===== src/rtl/finalproject_pkg.sv =====
// Shared types and constants for the target game: FSM state encoding, LFSR seed,
// number of targets, and a helper that turns a target index into its LED pattern.
package finalproject_pkg;

    typedef enum logic [1:0] {
        ST_IDLE = 2'd0,
        ST_GAP  = 2'd1,
        ST_LIT  = 2'd2,
        ST_DONE = 2'd3
    } state_t;

    localparam logic [15:0] LFSR_SEED   = 16'hACE1;
    localparam int unsigned NUM_TARGETS = 3;

    function automatic logic [NUM_TARGETS-1:0] target_onehot(input logic [1:0] idx);
        logic [NUM_TARGETS-1:0] oh;
        oh = '0;
        for (int i = 0; i < NUM_TARGETS; i++) begin
            if (idx == i[1:0]) oh[i] = 1'b1;
        end
        return oh;
    endfunction

endpackage


===== src/rtl/lfsr16.sv =====
// Free-running 16-bit Fibonacci LFSR (taps 16,14,13,11), shifting right with the
// feedback bit entering at the MSB.
module lfsr16
    import finalproject_pkg::*;
#(
    parameter logic [15:0] SEED = LFSR_SEED
) (
    input  logic        clock,
    input  logic        reset,
    output logic [15:0] value
);

    logic feedback;

    assign feedback = value[0] ^ value[2] ^ value[3] ^ value[5];

    always_ff @(posedge clock or negedge reset) begin
        if (!reset) value <= SEED;
        else        value <= {feedback, value[15:1]};
    end

endmodule


===== src/rtl/target_sequencer.sv =====
// Reaction-game sequencer: lights one of three targets per round, scores a hit on
// a synchronized rising edge of that target's sensor, or times out as a miss.
// Define TARGET_SEQ_LFSR_EN to pick targets from lfsr16 instead of round-robin.
module target_sequencer
    import finalproject_pkg::*;
#(
    parameter logic [31:0] LIT_CYCLES = 32'd50_000_000,
    parameter logic [31:0] GAP_CYCLES = 32'd25_000_000,
    parameter logic [7:0]  ROUNDS     = 8'd20
) (
    input  logic                   clock,
    input  logic                   reset,
    input  logic                   start,
    input  logic [NUM_TARGETS-1:0] hit_in,
    output logic [NUM_TARGETS-1:0] target_led,
    output logic                   hit_pulse,
    output logic                   miss_pulse,
    output logic [7:0]             round_count,
    output logic                   busy,
    output logic                   done,
    output state_t                 state_dbg
);

    logic [NUM_TARGETS-1:0] sync1, sync2, sync3, edge_q;
    state_t                 state, state_n;
    logic [31:0]            timer, timer_n;
    logic [7:0]             round_q, round_n;
    logic [1:0]             tgt, tgt_n, next_idx;
    logic                   hit_n, miss_n, lit_hit, expired;

    // Edges are only captured while lit, so a rise that happened before LIT entry never scores.
    always_ff @(posedge clock or negedge reset) begin
        if (!reset) begin
            sync1  <= '0;
            sync2  <= '0;
            sync3  <= '0;
            edge_q <= '0;
        end else begin
            sync1  <= hit_in;
            sync2  <= sync1;
            sync3  <= sync2;
            edge_q <= (state == ST_LIT) ? (sync2 & ~sync3) : '0;
        end
    end

`ifdef TARGET_SEQ_LFSR_EN
    logic [15:0] lfsr_value;

    lfsr16 #(.SEED(LFSR_SEED)) u_lfsr (
        .clock (clock),
        .reset (reset),
        .value (lfsr_value)
    );

    assign next_idx = (lfsr_value[1:0] == 2'd3) ? 2'd0 : lfsr_value[1:0];
`else
    assign next_idx = (tgt == 2'd2) ? 2'd0 : tgt + 2'd1;
`endif

    assign lit_hit = |(edge_q & target_onehot(tgt));
    assign expired = (timer == LIT_CYCLES - 32'd1);

    always_comb begin
        state_n = state;
        timer_n = timer;
        round_n = round_q;
        tgt_n   = tgt;
        hit_n   = 1'b0;
        miss_n  = 1'b0;
        case (state)
            ST_IDLE, ST_DONE: begin
                if (start) begin
                    state_n = ST_GAP;
                    timer_n = '0;
                    round_n = '0;
                    // Parked on the last target so round-robin picks target 0 first.
                    tgt_n   = 2'd2;
                end
            end
            ST_GAP: begin
                if (timer == GAP_CYCLES - 32'd1) begin
                    state_n = ST_LIT;
                    timer_n = '0;
                    tgt_n   = next_idx;
                end else begin
                    timer_n = timer + 32'd1;
                end
            end
            ST_LIT: begin
                if (lit_hit || expired) begin
                    hit_n   = lit_hit;
                    miss_n  = !lit_hit;
                    round_n = round_q + 8'd1;
                    timer_n = '0;
                    state_n = (round_q + 8'd1 == ROUNDS) ? ST_DONE : ST_GAP;
                end else begin
                    timer_n = timer + 32'd1;
                end
            end
            default: state_n = ST_IDLE;
        endcase
    end

    always_ff @(posedge clock or negedge reset) begin
        if (!reset) begin
            state      <= ST_IDLE;
            timer      <= '0;
            round_q    <= '0;
            tgt        <= '0;
            hit_pulse  <= 1'b0;
            miss_pulse <= 1'b0;
        end else begin
            state      <= state_n;
            timer      <= timer_n;
            round_q    <= round_n;
            tgt        <= tgt_n;
            hit_pulse  <= hit_n;
            miss_pulse <= miss_n;
        end
    end

    assign target_led  = (state == ST_LIT) ? target_onehot(tgt) : '0;
    assign round_count = round_q;
    assign busy        = (state == ST_GAP) || (state == ST_LIT);
    assign done        = (state == ST_DONE);
    assign state_dbg   = state;

endmodule


===== config.mk =====
export PLATFORM = sky130hd
export DESIGN_NAME = target_sequencer
export DESIGN_NICKNAME = d
export VERILOG_FILES = /design/src/rtl/finalproject_pkg.sv /design/src/rtl/lfsr16.sv /design/src/rtl/target_sequencer.sv
export SDC_FILE = /design/constraint.sdc
export NUM_CORES = 1
export LEC_CHECK = 0
export ABC_AREA = 1
export CELL_PAD_IN_SITES_DETAIL_PLACEMENT = 2
export CELL_PAD_IN_SITES_GLOBAL_PLACEMENT = 2
export CORE_ASPECT_RATIO = 0.6
export CORE_MARGIN = 4
export CORE_UTILIZATION = 34
export DETAILED_ROUTE_END_ITERATION = 6
export PLACE_DENSITY_LB_ADDON = 0.1
export SYNTH_ARGS = -nofsm -noshare
export SYNTH_HDL_FRONTEND = slang
export SYNTH_SLANG_ARGS = --single-unit

===== constraint.sdc =====
create_clock -name clock -period 1.8 [get_ports clock]
set_input_delay 0.18 -clock clock [delete_from_list [all_inputs] [get_ports clock]]
set_output_delay 0.18 -clock clock [all_outputs]
set_load 0.01 [all_outputs]

# --- Yosys cells after proc, flatten, opt, wreduce, memory -nomap -nowiden ---
# Index checks and enable logic that the tools add are counted.
word_totals:
  out_inout_bits: 17
  inputBits: 6
  regBits: 58
op_classes:
  bitwise_logic: 3
  n_mux: 25
  n_eq_ne: 11
  addsub: 3
  n_reduce_logical: 12
op_table:
  columns: ["cell", "count"]
  rows:
  - ["$mux 32", 3]
  - ["$pmux 32 s3", 1]
  - ["$add 32x1->32 const B", 1]
  - ["$eq 32x25->1 const B", 1]
  - ["$eq 32x26->1 const B", 1]
  - ["$mux 8", 2]
  - ["$pmux 8 s2", 1]
  - ["$mux 2", 7]
  - ["$reduce_and 3->1", 3]
  - ["$add 8x1->8 const B", 1]
  - ["$eq 8x5->1 const B", 1]
  - ["$mux 1", 7]
  - ["$and 3x3->3", 2]
  - ["$eq 2x2->1 const B", 3]
  - ["$mux 3", 2]
  - ["$pmux 2 s3", 1]
  - ["$eq 2x1->1 const B", 2]
  - ["$logic_not 2->1", 2]
  - ["$ne 2x2->1 const B", 2]
  - ["$pmux 2 s2", 1]
  - ["$reduce_bool 2->1", 2]
  - ["$not 3->3", 1]
  - ["$reduce_or 3->1", 1]
  - ["$add 2x1->2 const B", 1]
  - ["4 further kinds", 5]

# --- Longest topological paths before layout ---
depth:
  ltp_word: 7
  ltp_mapped: 12
  depth_no_buf: 11

# --- Least setup slack after synthesis ---
# OpenSTA, ideal clock, no wires.
synth_path:
  path_type: "register to register"
  startpoint: "reg state[0] (netlist: state_dbg[0])"
  endpoint: "reg timer[10]"
  path_slack_ns: -0.052
  path_stages_with_launch: 8
  setup_time_ns: 0.066
  n_path_buf: 2
  arrival_time_ns: 1.786
  t_required_ns: 1.734
  period_less_slack_ns: 1.852
  path_cell_list: "dfrtp_1 > inv_1 > ha_1 > inv_1 > clkbuf_1 > buf_1 > nand3_1 > nand2_1"
synth_via:
  elab_chain_len: 3
  word_cells_on_any_way: 7
  cone_classes: "eq/ne: 4; mux: 1; reduce/logical: 2"
synth_lines:
  columns: ["element", "line_no", "rtl"]
  rows:
  - ["from (decl)", "target_sequencer.sv:25", "state_t state, state_n;"]
  - ["from (signal assigned)", "target_sequencer.sv:113", "state <= state_n;"]
  - ["$eq 2x2->1 / $logic_not 2->1 (equally long branches)", "target_sequencer.sv:70", "case (state)"]
  - ["$reduce_or 2->1", "target_sequencer.sv:70", null]
  - ["$pmux 32 s3 / $ne 2x2->1 (equally long branches)", null, null]
  - ["to (signal assigned)", "target_sequencer.sv:114", "timer <= timer_n;"]
  - ["to (decl)", "target_sequencer.sv:26", "logic [31:0] timer, timer_n;"]
# Several ways; a longest one is shown, not always the timed one.
# A chain may end at the register's enable or synchronous reset.

# --- Worst setup path after layout ---
layout_path:
  startpoint: "reg timer[7]"
  endpoint: "reg timer[19]"
layout_via:
  elab_chain_len: 4
  word_cells_on_any_way: 7
  cone_classes: "add/sub: 1; eq/ne: 2; mux: 3; reduce/logical: 1"
layout_lines:
  columns: ["element", "line_no"]
  rows:
  - ["branches (longest 3 deep; another with $add 32x1->32)", null]
  - ["$pmux 32 s3 (*)", "target_sequencer.sv:70"]
# Every way passes the cells marked *.

==> flow_summary.json <==
{
  "status": "finished, violations left",
  "failed_checks": "setup timing",
  "synthArstFlopShare_pct": 100.0,
  "placed_area_mm2": 0.004205,
  "via_count": 4247,
  "cts_root_buf": "clkbuf_16",
  "grt_first_pass_wirelength_um": 24030,
  "synthMuxAreaShare_pct": 0,
  "vias_per_cell": 5.708,
  "ys_warn_count": 0,
  "layout_commonest_cell": "nand2_1",
  "crit_family": "simple AND/OR/NAND/NOR gates",
  "slowest_stage": "dfrtp_2",
  "post-place-ws_ns": -0.1011,
  "drive_gt1_share_pct": 29.89,
  "rows": 28,
  "ys_seq_area_share_pct": 40.18,
  "seqPwrFrac_pct": 22.0,
  "diodes": 0,
  "path_max_fanout": 5,
  "seq_area_mm2": 0.001469,
  "drt_wl_total_um": 20660,
  "synthCells": 520,
  "finalCritPeriodShare_pct": 111.8,
  "hp-start": "hit_in[2]",
  "path_class": "reg2reg",
  "rsz0062_at_grt": "true",
  "timing.final.ws_setup_ns": -0.2130,
  "coreArea_mm2": 0.01009,
  "rr_startpoint": "timer[7]$_DFFE_PN0P_",
  "cts.sinks": 58,
  "multi_input_area_mm2": 0.002138,
  "crit_required_ns": 2.04,
  "p_leak_uw": 0.002310,
  "reg2reg_depth": 7,
  "cp_num_cells": 7,
  "clock_skew_ns": 0.01305,
  "peakVddDrop_uv": 830.2,
  "firstDrtPassIters": 5,
  "layout.nets": 616,
  "wire_per_inst_um": 27.77,
  "max_slew.worst_pin.slew_ns": 0.3986,
  "hold_path_depth": 1,
  "fin_setup_tns_ns": -6.234,
  "slowest_delay_ns": 0.48,
  "synthFlopType": "dfrtp_1",
  "grt_max_degree": 59,
  "p_int_uw": 3840,
  "swShare_pct": 43.47,
  "hold_violations": 0,
  "startpoint": "timer[7]$_DFFE_PN0P_",
  "synth_area_mm2": 0.003612,
  "overflow": 0,
  "worstSetupStartpointType": "register",
  "min_path_type": "in2reg",
  "synth-compound-area-share_pct": 7.032,
  "final_cell_area_mm2": 0.005090,
  "setup_violations": 44,
  "slew_viol_final": 0,
  "cts_tree": "built",
  "antenna_found_initial": 0,
  "clk_pin_slew_ns": 0.06,
  "fp.dieW_um": 141.1,
  "crit_buf_inv": 0,
  "cts_buffers": 9,
  "htreeDepth": 3,
  "avgSynthCellArea_um2": 6.947,
  "top_usage_layer": "met2",
  "p_sw_uw": 2953,
  "power_density_mw_per_mm2": 1335,
  "slew_headroom_pct": 73.35,
  "ant_nets": 0,
  "synthSimpleGateAreaFrac_pct": 40.60,
  "drt_iter0_drc": 314,
  "ys_ff_latch": 58,
  "grt_util_met1_pct": 37.03,
  "synth_xor_area_share_pct": 2.182,
  "die_h_um": 87.84,
  "fmaxAchievable_mhz": 496.8,
  "cap_violations": 0,
  "cp_cell_sequence": "nand2_1 -> nor2_1 -> nand2_1 -> nor2_2 -> a31oi_1 -> nand3b_1 -> nand2_1",
  "insertion_delay_ns": 0.36,
  "grt_pass1_vias": 4164,
  "dp_hpwl_um": 10280,
  "cts_buffer_depth": 2,
  "synth_edf_count": 0,
  "io_buffers": 22,
  "comb_power_share_pct": 48.2,
  "met3_usage_pct": 4.692,
  "die_area_mm2": 0.01239,
  "area_growth_pct": 40.91,
  "synth_cell_type_count": 29,
  "start_util_pct": 35.80,
  "grt_usage_pct": 25.87,
  "layout_common_cells": "nand2_1 (169), nor2_1 (53), buf_4 (49)",
  "layout_min_cycle_time_ns": 2.013,
  "ios": 23,
  "crit_top_cell": "nand2_1",
  "placed_cells": 698,
  "crit_arrival_ns": 2.25,
  "gp_congestion": 0.8577,
  "synth-adder-area-share_pct": 2.078,
  "end_kind": "register",
  "syn_nets": 532,
  "fillers": 1153,
  "synth_top_family_by_area": "simple AND/OR/NAND/NOR gates",
  "clockPowerShare_pct": 29.8,
  "drc": 0,
  "use_met2_pct": 40.56,
  "final_cells": 744
}
## worst register-to-register path: stages, from the launching register on
cell and delay (ns):
dfrtp_2 0.48, nand2_1 0.15, nor2_1 0.29, nand2_1 0.27, nor2_2 0.29, a31oi_1 0.19
nand3b_1 0.16, nand2_1 0.07
## final cells by class
class	instances	area share [%]
multi-input combinational	395	42.01
sequential	58	28.86
clock inverter	7	2.016
timing repair buffer	84	15.19
tap	135	3.319
clock buffer	9	4.425
inverter	56	4.179
## per-stage QoR
step	total power, uW	utilization (%)	hold WS [ns]
after detailed placement	3546	41.68	0.2235
after global placement	3443	41.68	0.2142
after floorplan	2689	-	-0.1156
after CTS	5741	45.91	0.2792
after global routing	6977	50.45	0.2858
final	6793	50.45	0.2709
## path summary, 6_finish.rpt
check	end	slack [ns]
min	sync1[2]$_DFF_PN0_	0.27
max	timer[19]$_DFFE_PN0P_	-0.21
max in group asynchronous	timer[10]$_DFFE_PN0P_	1.05
min reg2reg	sync2[2]$_DFF_PN0_	0.35
max reg2reg	timer[19]$_DFFE_PN0P_	-0.21
min in group asynchronous	hit_pulse$_DFF_PN0_	0.43
## power groups by stage
stage               logic [uW]  registers [uW]  clock network, uW
floorplan                 1190            1500                  0
global placement          1970            1480                  0
detailed placement        2060            1490                  0
CTS                       2300            1470               1970
global route              3390            1500               2090
finish                    3280            1500               2020
## cell families after synthesis
kind of cell	Yosys count
adder cells (fa/ha/maj)	6
XOR/XNOR	9
flip-flops	58
AND/OR/NAND/NOR	336
AO/OA/AOI/OAI	43
buffers and inverters	68
## cells in the mapped netlist (6+ instances only)
cell type	count	area share, %
inv_1	55	5.7
nor2_1	72	7.5
ha_1	6	2.1
o21ai_0	18	2.5
xor2_1	9	2.2
nand2_1	181	19
o21ai_2	8	1.9
nand3b_1	17	3.5
dfrtp_1	58	40
nand3_1	39	5.4
o21ai_1	8	1.1
nand4_1	6	1.0
## flip-flops by register name, summed over array words and instances (netlist names)
register     cells
timer           32
hit_pulse        1
state_dbg        2
sync1            3
sync3            3
miss_pulse       1
edge_q           3
tgt              2
sync2            3
round_count      8
## per-layer routing
| layer | part of all wire [%] | up-vias |
|---|---|---|
| met4 | 3.1 | 0 |
| met5 | 0 | - |
| met2 | 47 | 196 |
| met3 | 7.9 | 56 |
| li1 | - | 1805 |
| met1 | 41 | 2190 |
## what timing repair did
| action | in CTS | in global routing |
|---|---|---|
| setup endpoints to repair | 43 | 47 |
| buffers inserted | 9 | 16 |
| gates cloned | 0 | 4 |
| gates resized for setup | 18 | 91 |
| endpoints found under the hold margin | 58 | 0 |
| hold buffers | 1 | 0 |
| pin swaps | 3 | 13 |
Power figures use the tool's default switching activity.
